<file path="config.mk">
export PLATFORM = sky130hd
export DESIGN_NAME = alu_cmd_engine
export DESIGN_NICKNAME = d
export VERILOG_FILES = /design/src/rtl/alu_pkg.sv /design/src/rtl/alu_accumulator.sv /design/src/rtl/alu_cmd_engine.sv
export SDC_FILE = /design/constraint.sdc
export NUM_CORES = 1
export LEC_CHECK = 0
export CAP_MARGIN = 20
export CORE_UTILIZATION = 40
export DETAILED_ROUTE_END_ITERATION = 12
export HOLD_SLACK_MARGIN = 0.12
export PLACE_DENSITY = 0.65
export REMOVE_ABC_BUFFERS = 1
export SYNTH_ARGS = -nofsm -noshare
export SYNTH_HDL_FRONTEND = slang
export SYNTH_HIERARCHICAL = 1
export SYNTH_SLANG_ARGS = --single-unit
export TNS_END_PERCENT = 5
</file>
<file path="constraint.sdc">
create_clock -name clk -period 5 [get_ports clk]
set_clock_uncertainty 0.1 [all_clocks]
set_input_delay 0.5 -clock clk [delete_from_list [all_inputs] [get_ports clk]]
set_output_delay 0.5 -clock clk [all_outputs]
set_load 0.02 [all_outputs]
</file>
<file path="src/rtl/alu_pkg.sv">
// Shared definitions for the UART ALU command engine: opcodes, header size,
// operand size and the engine state encoding exported on the status LEDs.
package alu_pkg;

  localparam logic [7:0] OP_ECHO  = 8'hEC;
  localparam logic [7:0] OP_ADD32 = 8'hAD;
  localparam logic [7:0] OP_SUB32 = 8'h5B;

  localparam int HEADER_BYTES      = 4;
  localparam int DEF_OPERAND_BYTES = 4;

  // Encoding is visible on state_o[3:0], so the values are fixed.
  typedef enum logic [3:0] {
    ST_IDLE   = 4'd0,
    ST_RSV    = 4'd1,
    ST_LEN_LO = 4'd2,
    ST_LEN_HI = 4'd3,
    ST_ECHO   = 4'd4,
    ST_OPND   = 4'd5,
    ST_RESULT = 4'd6,
    ST_DRAIN  = 4'd7
  } state_e;

  function automatic logic op_known(input logic [7:0] op);
    return (op == OP_ECHO) || (op == OP_ADD32) || (op == OP_SUB32);
  endfunction

endpackage

</file>
<file path="src/rtl/alu_accumulator.sv">
// Operand assembly and add/sub accumulation for ADD32/SUB32 packets.
// Bytes arrive LSB first; every OPERAND_BYTES-th byte completes a word that
// either seeds the accumulator (first word) or is added/subtracted into it.
module alu_accumulator
  import alu_pkg::*;
#(
  parameter int OPERAND_BYTES = DEF_OPERAND_BYTES
) (
  input  logic                       clk,
  input  logic                       rst,
  input  logic [7:0]                 data_byte,
  input  logic                       byte_valid,
  input  logic                       first,
  input  logic                       op_sub,
  input  logic                       clear,
  output logic [8*OPERAND_BYTES-1:0] acc,
  output logic                       word_done
);
  localparam int ACC_W = 8 * OPERAND_BYTES;
  localparam int CNT_W = $clog2(OPERAND_BYTES);
  localparam logic [CNT_W-1:0] LAST_IDX = CNT_W'(OPERAND_BYTES - 1);

  logic [ACC_W-1:0] opnd;
  logic [ACC_W-1:0] word;
  logic [CNT_W-1:0] byte_cnt;

  // Modulo-2^ACC_W add or subtract; carry/borrow is intentionally dropped.
  function automatic logic [ACC_W-1:0] wrap_addsub(input logic [ACC_W-1:0] a,
                                                   input logic [ACC_W-1:0] b,
                                                   input logic             sub);
    return sub ? (a - b) : (a + b);
  endfunction

  // The incoming byte lands in the top lane, so after a full word the first
  // byte received sits in bits [7:0].
  assign word      = {data_byte, opnd[ACC_W-1:8]};
  assign word_done = byte_valid && (byte_cnt == LAST_IDX);

  // Shift register, byte counter and accumulator update.
  always_ff @(posedge clk) begin
    if (rst || clear) begin
      opnd     <= '0;
      byte_cnt <= '0;
      acc      <= '0;
    end else if (byte_valid) begin
      opnd     <= word;
      byte_cnt <= word_done ? '0 : byte_cnt + 1'b1;
      if (word_done) begin
        acc <= first ? word : wrap_addsub(acc, word, op_sub);
      end
    end
  end

endmodule

</file>
<file path="src/rtl/alu_cmd_engine.sv">
// Packet command engine between the UART RX and TX byte streams.
// Decodes a 4-byte header (opcode, reserved, LEN lo, LEN hi), then echoes the
// payload or folds it into a 32-bit ADD/SUB result returned little-endian.
module alu_cmd_engine
  import alu_pkg::*;
#(
  parameter int DATA_WIDTH    = 8,
  parameter int OPERAND_BYTES = DEF_OPERAND_BYTES
) (
  input  logic                  clk,
  input  logic                  rst,
  input  logic [DATA_WIDTH-1:0] data_i,
  input  logic                  valid_i,
  output logic                  ready_o,
  output logic [DATA_WIDTH-1:0] data_o,
  output logic                  valid_o,
  input  logic                  ready_i,
  output logic [4:0]            state_o
);
  localparam int ACC_W = 8 * OPERAND_BYTES;
  localparam int RES_W = $clog2(OPERAND_BYTES) + 1;
  localparam logic [RES_W-1:0] RES_LAST = RES_W'(OPERAND_BYTES);

  state_e           state;
  logic             err;
  logic [7:0]       opcode;
  logic [7:0]       len_lo;
  logic [15:0]      remaining;
  logic             first_word;
  logic [RES_W-1:0] res_cnt;

  logic             in_xfer;
  logic             out_xfer;
  logic [15:0]      len_total;
  logic [15:0]      payload;
  logic             acc_clear;
  logic             acc_feed;
  logic             word_done;
  logic [ACC_W-1:0] acc;

  function automatic logic [7:0] acc_byte(input logic [ACC_W-1:0] a,
                                          input logic [RES_W-1:0] idx);
    logic [ACC_W-1:0] s;
    s = a >> (8 * idx);
    return s[7:0];
  endfunction

  assign in_xfer   = valid_i && ready_o;
  assign out_xfer  = valid_o && ready_i;
  assign len_total = {data_i, len_lo};
  assign payload   = len_total - 16'(HEADER_BYTES);
  assign acc_clear = in_xfer && (state == ST_LEN_HI);
  assign acc_feed  = in_xfer && (state == ST_OPND);
  assign state_o   = {err, state};

  alu_accumulator #(
    .OPERAND_BYTES(OPERAND_BYTES)
  ) u_acc (
    .clk       (clk),
    .rst       (rst),
    .data_byte (data_i),
    .byte_valid(acc_feed),
    .first     (first_word),
    .op_sub    (opcode == OP_SUB32),
    .clear     (acc_clear),
    .acc       (acc),
    .word_done (word_done)
  );

  // Input acceptance: ECHO only takes a byte when the output register is free
  // or freeing this cycle; RESULT takes nothing while streaming the answer.
  always_comb begin
    ready_o = 1'b1;
    unique case (state)
      ST_ECHO:   ready_o = !valid_o || ready_i;
      ST_RESULT: ready_o = 1'b0;
      default:   ready_o = 1'b1;
    endcase
  end

  // Packet FSM, length counter, sticky error and the registered output byte.
  always_ff @(posedge clk) begin
    if (rst) begin
      state      <= ST_IDLE;
      err        <= 1'b0;
      opcode     <= '0;
      len_lo     <= '0;
      remaining  <= '0;
      first_word <= 1'b0;
      res_cnt    <= '0;
      valid_o    <= 1'b0;
      data_o     <= '0;
    end else begin
      // A load later in this block overrides the release below.
      if (out_xfer) valid_o <= 1'b0;
      if (word_done) first_word <= 1'b0;

      unique case (state)
        ST_IDLE: if (in_xfer) begin
          opcode <= data_i;
          state  <= ST_RSV;
        end
        ST_RSV: if (in_xfer) state <= ST_LEN_LO;
        ST_LEN_LO: if (in_xfer) begin
          len_lo <= data_i;
          state  <= ST_LEN_HI;
        end
        ST_LEN_HI: if (in_xfer) begin
          remaining  <= payload;
          first_word <= 1'b1;
          res_cnt    <= '0;
          if (len_total < 16'(HEADER_BYTES)) begin
            err   <= 1'b1;
            state <= ST_IDLE;
          end else if (!op_known(opcode)) begin
            // Nothing left to discard when the header was the whole packet.
            err   <= 1'b1;
            state <= (payload == 16'd0) ? ST_IDLE : ST_DRAIN;
          end else if (opcode == OP_ECHO) begin
            state <= (payload == 16'd0) ? ST_IDLE : ST_ECHO;
          end else if (payload == 16'd0) begin
            state <= ST_RESULT;
          end else if ((payload % 16'(OPERAND_BYTES)) != 16'd0) begin
            err   <= 1'b1;
            state <= ST_DRAIN;
          end else begin
            state <= ST_OPND;
          end
        end
        ST_ECHO: if (in_xfer) begin
          data_o    <= data_i;
          valid_o   <= 1'b1;
          remaining <= remaining - 16'd1;
          if (remaining == 16'd1) state <= ST_IDLE;
        end
        ST_OPND: if (in_xfer) begin
          remaining <= remaining - 16'd1;
          if (remaining == 16'd1) state <= ST_RESULT;
        end
        ST_RESULT: begin
          // A leftover ECHO byte may still occupy the register on entry.
          if ((res_cnt != RES_LAST) && (!valid_o || ready_i)) begin
            data_o  <= acc_byte(acc, res_cnt);
            valid_o <= 1'b1;
            res_cnt <= res_cnt + 1'b1;
          end else if ((res_cnt == RES_LAST) && out_xfer) begin
            state <= ST_IDLE;
          end
        end
        ST_DRAIN: if (in_xfer) begin
          remaining <= remaining - 16'd1;
          if (remaining == 16'd1) state <= ST_IDLE;
        end
        default: state <= ST_IDLE;
      endcase
    end
  end

endmodule

</file>
Yosys cells after proc, flatten, opt, wreduce, memory -nomap -nowiden. Cells that the tools add are included.

Word-level logic and storage cells: 121. Register bits after elaboration: 116. Bits of input ports: 12.

Eq/ne operators: 30. Mux-type cells: 43. Order comparisons: 1. Shift-type cells: 1. Add/subtract/negate cells: 6. Reduce and logical (&&, ||, !) cells: 28.

Operator list (number): 32-bit 2-to-1 mux (2); 4-bit 2-to-1 mux (10); 32-bit adder (1); 16-bit 2-to-1 mux (2); 16-bit case mux with 2 select lines (1); 32-bit by 6-bit right shift with 8-bit output (1); 32-bit subtractor (1); 4-bit case mux with 7 select lines (1); 3-bit 2-to-1 mux (7); 2-bit inequality test (second input constant) (9); 16-bit by 1-bit == test with 1-bit output (second input constant) (1); 4-bit by 3-bit == test with 1-bit output (second input constant) (4); 8-bit == test (second input constant) (2); 16-bit zero test (1); 16-bit by 3-bit < comparator with 1-bit output (second input constant) (1); 8-bit 2-to-1 mux (2); 8-bit case mux with 2 select lines (1); 16-bit nonzero test (1); 16-bit by 1-bit subtractor with 16-bit output (second input constant) (1); 16-bit by 3-bit subtractor with 16-bit output (second input constant) (1); 1-bit 2-to-1 mux (11); 10-bit AND reduction (1); 3-bit inequality test (second input constant) (3); 3-bit AND reduction (3); other kinds (21) (41).

Longest topological paths before layout.
Depth after elaboration: 9. Mapped depth: 17.

Modules after synthesis. The synthesis kept the hierarchy.

Modules (own cells, without submodules): alu_accumulator (times used 1, area each 4623.2 um^2, seq. area each 1161.1 um^2, cells each 594); alu_cmd_engine (times used 1, area each 3109.2 um^2, seq. area each 980.9 um^2, cells each 401).

Least setup slack after synthesis. Ideal clock, no wire load.

Kind: register -> register. From: register u_acc.opnd[10]. To: register u_acc.acc[30]. Clock period less this slack: 3.729 ns. Data required time: 4.771 ns. Buffers on the path: 0. Cell stages (with the launch flop): 15. Slack: 1.271 ns. Arrival time: 3.500 ns. Cells stage by stage: dfxtp_1 or4_4 nor4_4 nor2b_1 a21oi_1 xnor2_1 ha_1 and2_1 and3_1 a211oi_1 o21ai_0 a311o_1 a31oi_1 xor2_1 a21oi_1.

Longest elaborated chain between the ends: 3. Elaborated cells on any way between the ends: 4.

Ends and longest elaborated chain: from (decl) (line alu_accumulator.sv:23) `logic [ACC_W-1:0] opnd;`; from (signal assigned) (line alu_accumulator.sv:46) `opnd <= word;`; 32-bit adder / 32-bit subtractor (equally long branches) (line alu_accumulator.sv:31) `return sub ? (a - b) : (a + b);`; 32-bit 2-to-1 mux * (line alu_accumulator.sv:31); 32-bit 2-to-1 mux * (line alu_accumulator.sv:49) `acc <= first ? word : wrap_addsub(acc, word, op_sub);`; to (signal assigned) (line alu_accumulator.sv:49); to (decl) (line alu_accumulator.sv:16) `output logic [8*OPERAND_BYTES-1:0] acc,`.

Every way passes the cells marked *; elsewhere a longest branch is shown, timed or not. A chain may end at the register's enable or synchronous reset.

Worst setup path in the final report.
From: register u_acc.opnd[10]. To: register u_acc.acc[31].

Same word-level chain as after synthesis.

==> results.txt <==
outcome = complete, no violations
htree depth = 3
Cells after Synth = 995
fin crit period = 4.313 ns
worst reg2reg setup slack = 0.69 ns
Nets = 1030
Pleak = 3.180 nW
top_reg_cell synth = dfxtp_1
vias = 7350
Mapped Avg Cell Area = 7.771 um2
P per Cell Area = 241.9 nW/um2
CP arrival = 4.51 ns
EDFF count, synth = 0
CTS Hold Bufs = 0
die height = 141.0 um
Crit-path slowest cell = nor4_1
die width = 141.0 um
clk buf depth = 2
Design Power = 2.041 mW
GR Util All Layers = 23.10%
Crit path max-delay family = simple AND/OR/NAND/NOR gates
Buffers on Ports = 25
Setup crit start kind = register
GRT overflow = 0
vias in the first global route = 6654
CP endpoint kind = register
CP Class = register to register
clock sink total = 107
root buf cell = clkbuf_16
Worst Tran Pin Value = 1.047 ns
routed vias/inst = 5.913
initial antenna violation count = 0
crit path max fanout = 7
Tcrit/Tclk final = 86.25%
Synth cell types = 77
Fin. Hold Viols = 0
maximum vdd drop = 185.4 uV
area of the multi-input gates = 5228 um2
TritonRoute pass-1 iters = 5
reg2reg end = u_acc/acc[31]
largest net degree at the start of global routing = 51
antenna cell count = 0
CP Buf/Inv Count = 0
total CTS buffers = 9
most frequent cells in the layout = 121 x nor2_1, 117 x a21oi_1, 107 x dfxtp_1
Slew Viols, Final = 0
Post-CTS Setup Bufs = 0
post-route cell area = 8437 um2
share of post-route cells with drive strength above 1 = 6.205%
Place WS = 0.8294 ns
Slowest Stage Delay on Critical Path = 0.63 ns
first-pass GRT wire length = 35900 um
hold path cells = 2
WHS Endpoint = err
Max Fclk = 231.9 MHz
worst setup margin = 0.6874 ns
Yosys top cell area share = 27.70%
post-route ant nets = 0
gpl congestion = 0.8828
total wire length = 22380 um
DP Area = 8120 um2
clk_lat worst skew = 0.36 ns
worst hold path class = register to register
area growth from synthesis to layout = 9.110%
R2R Path Start = u_acc/opnd[10]
Worst-path clk slew = 0.07 ns
Synth area leaders = dfxtp_1 28%, a21oi_1 7.6%, ha_1 6.3%
area of the mapped netlist = 7732 um2
final setup fails = 0
CTS resizes = 0
Starting Density = 41.06%
Sequential Area = 2142 um2
unrepaired setup endpoints after global routing = no
TNS Setup = 0 ns
core box area = 18830 um2
CTS tree = built
Die Area = 19890 um2
Seq/Total Area, Yosys = 27.70%
Worst R2R Path Depth = 14
CP cell instances = or4_4 > nor2_1 > nand2_1 > nor4_1 > a21oi_1 > xnor2_1 > ha_1 > nand2_1 > nor2_1 > nand2_1 > o221ai_1 > a31oi_1 > or4_1 > nand4b_1
Wirelength per Cell = 18.00 um
YS warnings = 6
hold path startpoint = err
Row Count = 50
Slew Limit Headroom = 30.23%
Yosys reg bits = 107
Synth area leader = dfxtp_1
I/O pins = 27
most common cell after layout, fill and taps aside = nor2_1
DRC viols = 0
filler cell count = 1887
Hold WS = 0.3461 ns
Max Cap Viol = 0
async set-reset flop share out of synthesis = 0%
Iter 0 DRT Violations = 619
hpwl dp = 16040 um
CP dominant cell by count = nand2_1
Req. time, crit path = 5.20 ns
==> registers in the layout (all words and copies together), names as in the netlist <==
| name | count |
|---|---|
| remaining | 16 |
| res_cnt | 3 |
| u_acc/byte_cnt | 2 |
| data_o | 8 |
| err | 1 |
| u_acc/acc | 32 |
| opcode | 8 |
| first_word | 1 |
| state | 3 |
| u_acc/opnd | 24 |
| len_lo | 8 |
| valid_o | 1 |
==> metrics by stage <==
step                      instances  utilization, %
after floorplan                 930               -
after global placement         1227           43.12
after detailed placement       1227           43.12
after CTS                      1243           44.80
after global routing           1243           44.80
final                          1243           44.80
==> how the worst max path moves through the flow <==
stage | start | endpoint | slack, ns | cells after the start
after detailed placement | u_acc/opnd[10] | u_acc/acc[31] | 0.83 | 14
after CTS | u_acc/opnd[10] | u_acc/acc[31] | 0.82 | 14
final | u_acc/opnd[10] | u_acc/acc[31] | 0.69 | 14
after floorplan | state[0] | u_acc/acc[24] | 0.95 | 9
after global routing | opcode[6] | u_acc/acc[22] | 0.48 | 13
after global placement | u_acc/opnd[10] | u_acc/acc[30] | 0.93 | 14
==> per-layer routing <==
layer	global-route usage (%)	vias up	share of wire (%)
li1	-	3568	-
met1	32.89	3517	48
met2	35.95	240	45
met3	2.887	25	5.8
met4	7.666	0	1.6
met5	0	-	0
==> layout make-up <==
class / instances / area share, %
clock buffers: 9 / 2.669
clock inverters: 7 / 1.083
flip-flops and latches: 107 / 25.39
repair buffers: 37 / 3.974
inverters: 24 / 1.068
multi-input cells: 799 / 61.96
well taps: 260 / 3.856
==> worst reg2reg max path: cells and delay by family (launching register included) <==
kind,cells,cell delay (ns)
flip-flops,1,0.37
XOR/XNOR,1,0.16
AO/OA/AOI/OAI,3,0.48
AND/OR/NAND/NOR,9,2.76
adder cells (fa/ha/maj),1,0.38
==> cells by family after synthesis <==
logic type,after synthesis,synth area share [%]
and+or+nand+nor,355,22.77
buffers and inverters,89,4.692
other,1,0.04850
adders and majority gates,40,6.570
xor gates and xnor gates,68,7.799
AOI/OAI and AO/OA,286,22.78
muxes,49,7.637
DFF,107,27.70
==> synthesized netlist by cell type, types with 4 or more instances <==
cell type  instances
a211oi_1          10
a21o_1            20
a21oi_1          117
a22oi_1            9
a31oi_1           14
and2_1             6
and3_1            19
buf_1              9
buf_2              9
clkbuf_1          42
dfxtp_1          107
ha_1              39
inv_1             24
mux2i_1           41
mux4_2             8
nand2_1           81
nand2b_1           6
nand3_1           23
nand3b_1           4
nand4_1           10
nor2_1           121
nor2b_1            9
nor3_1            35
nor4_1             8
o211ai_1          10
o21ai_0           50
o21bai_1           4
o22ai_1           12
or4_1              4
xnor2_1           49
xor2_1            18
==> power by group <==
group / total [mW] / switching, mW / internal (mW) / leakage [nW]
sequential: 0.903 / 0.0299 / 0.873 / 0.865
combinational: 0.356 / 0.224 / 0.132 / 2.16
clock: 0.782 / 0.343 / 0.439 / 0.156
total: 2.04 / 0.597 / 1.44 / 3.18
Power figures use the tool's default switching activity.
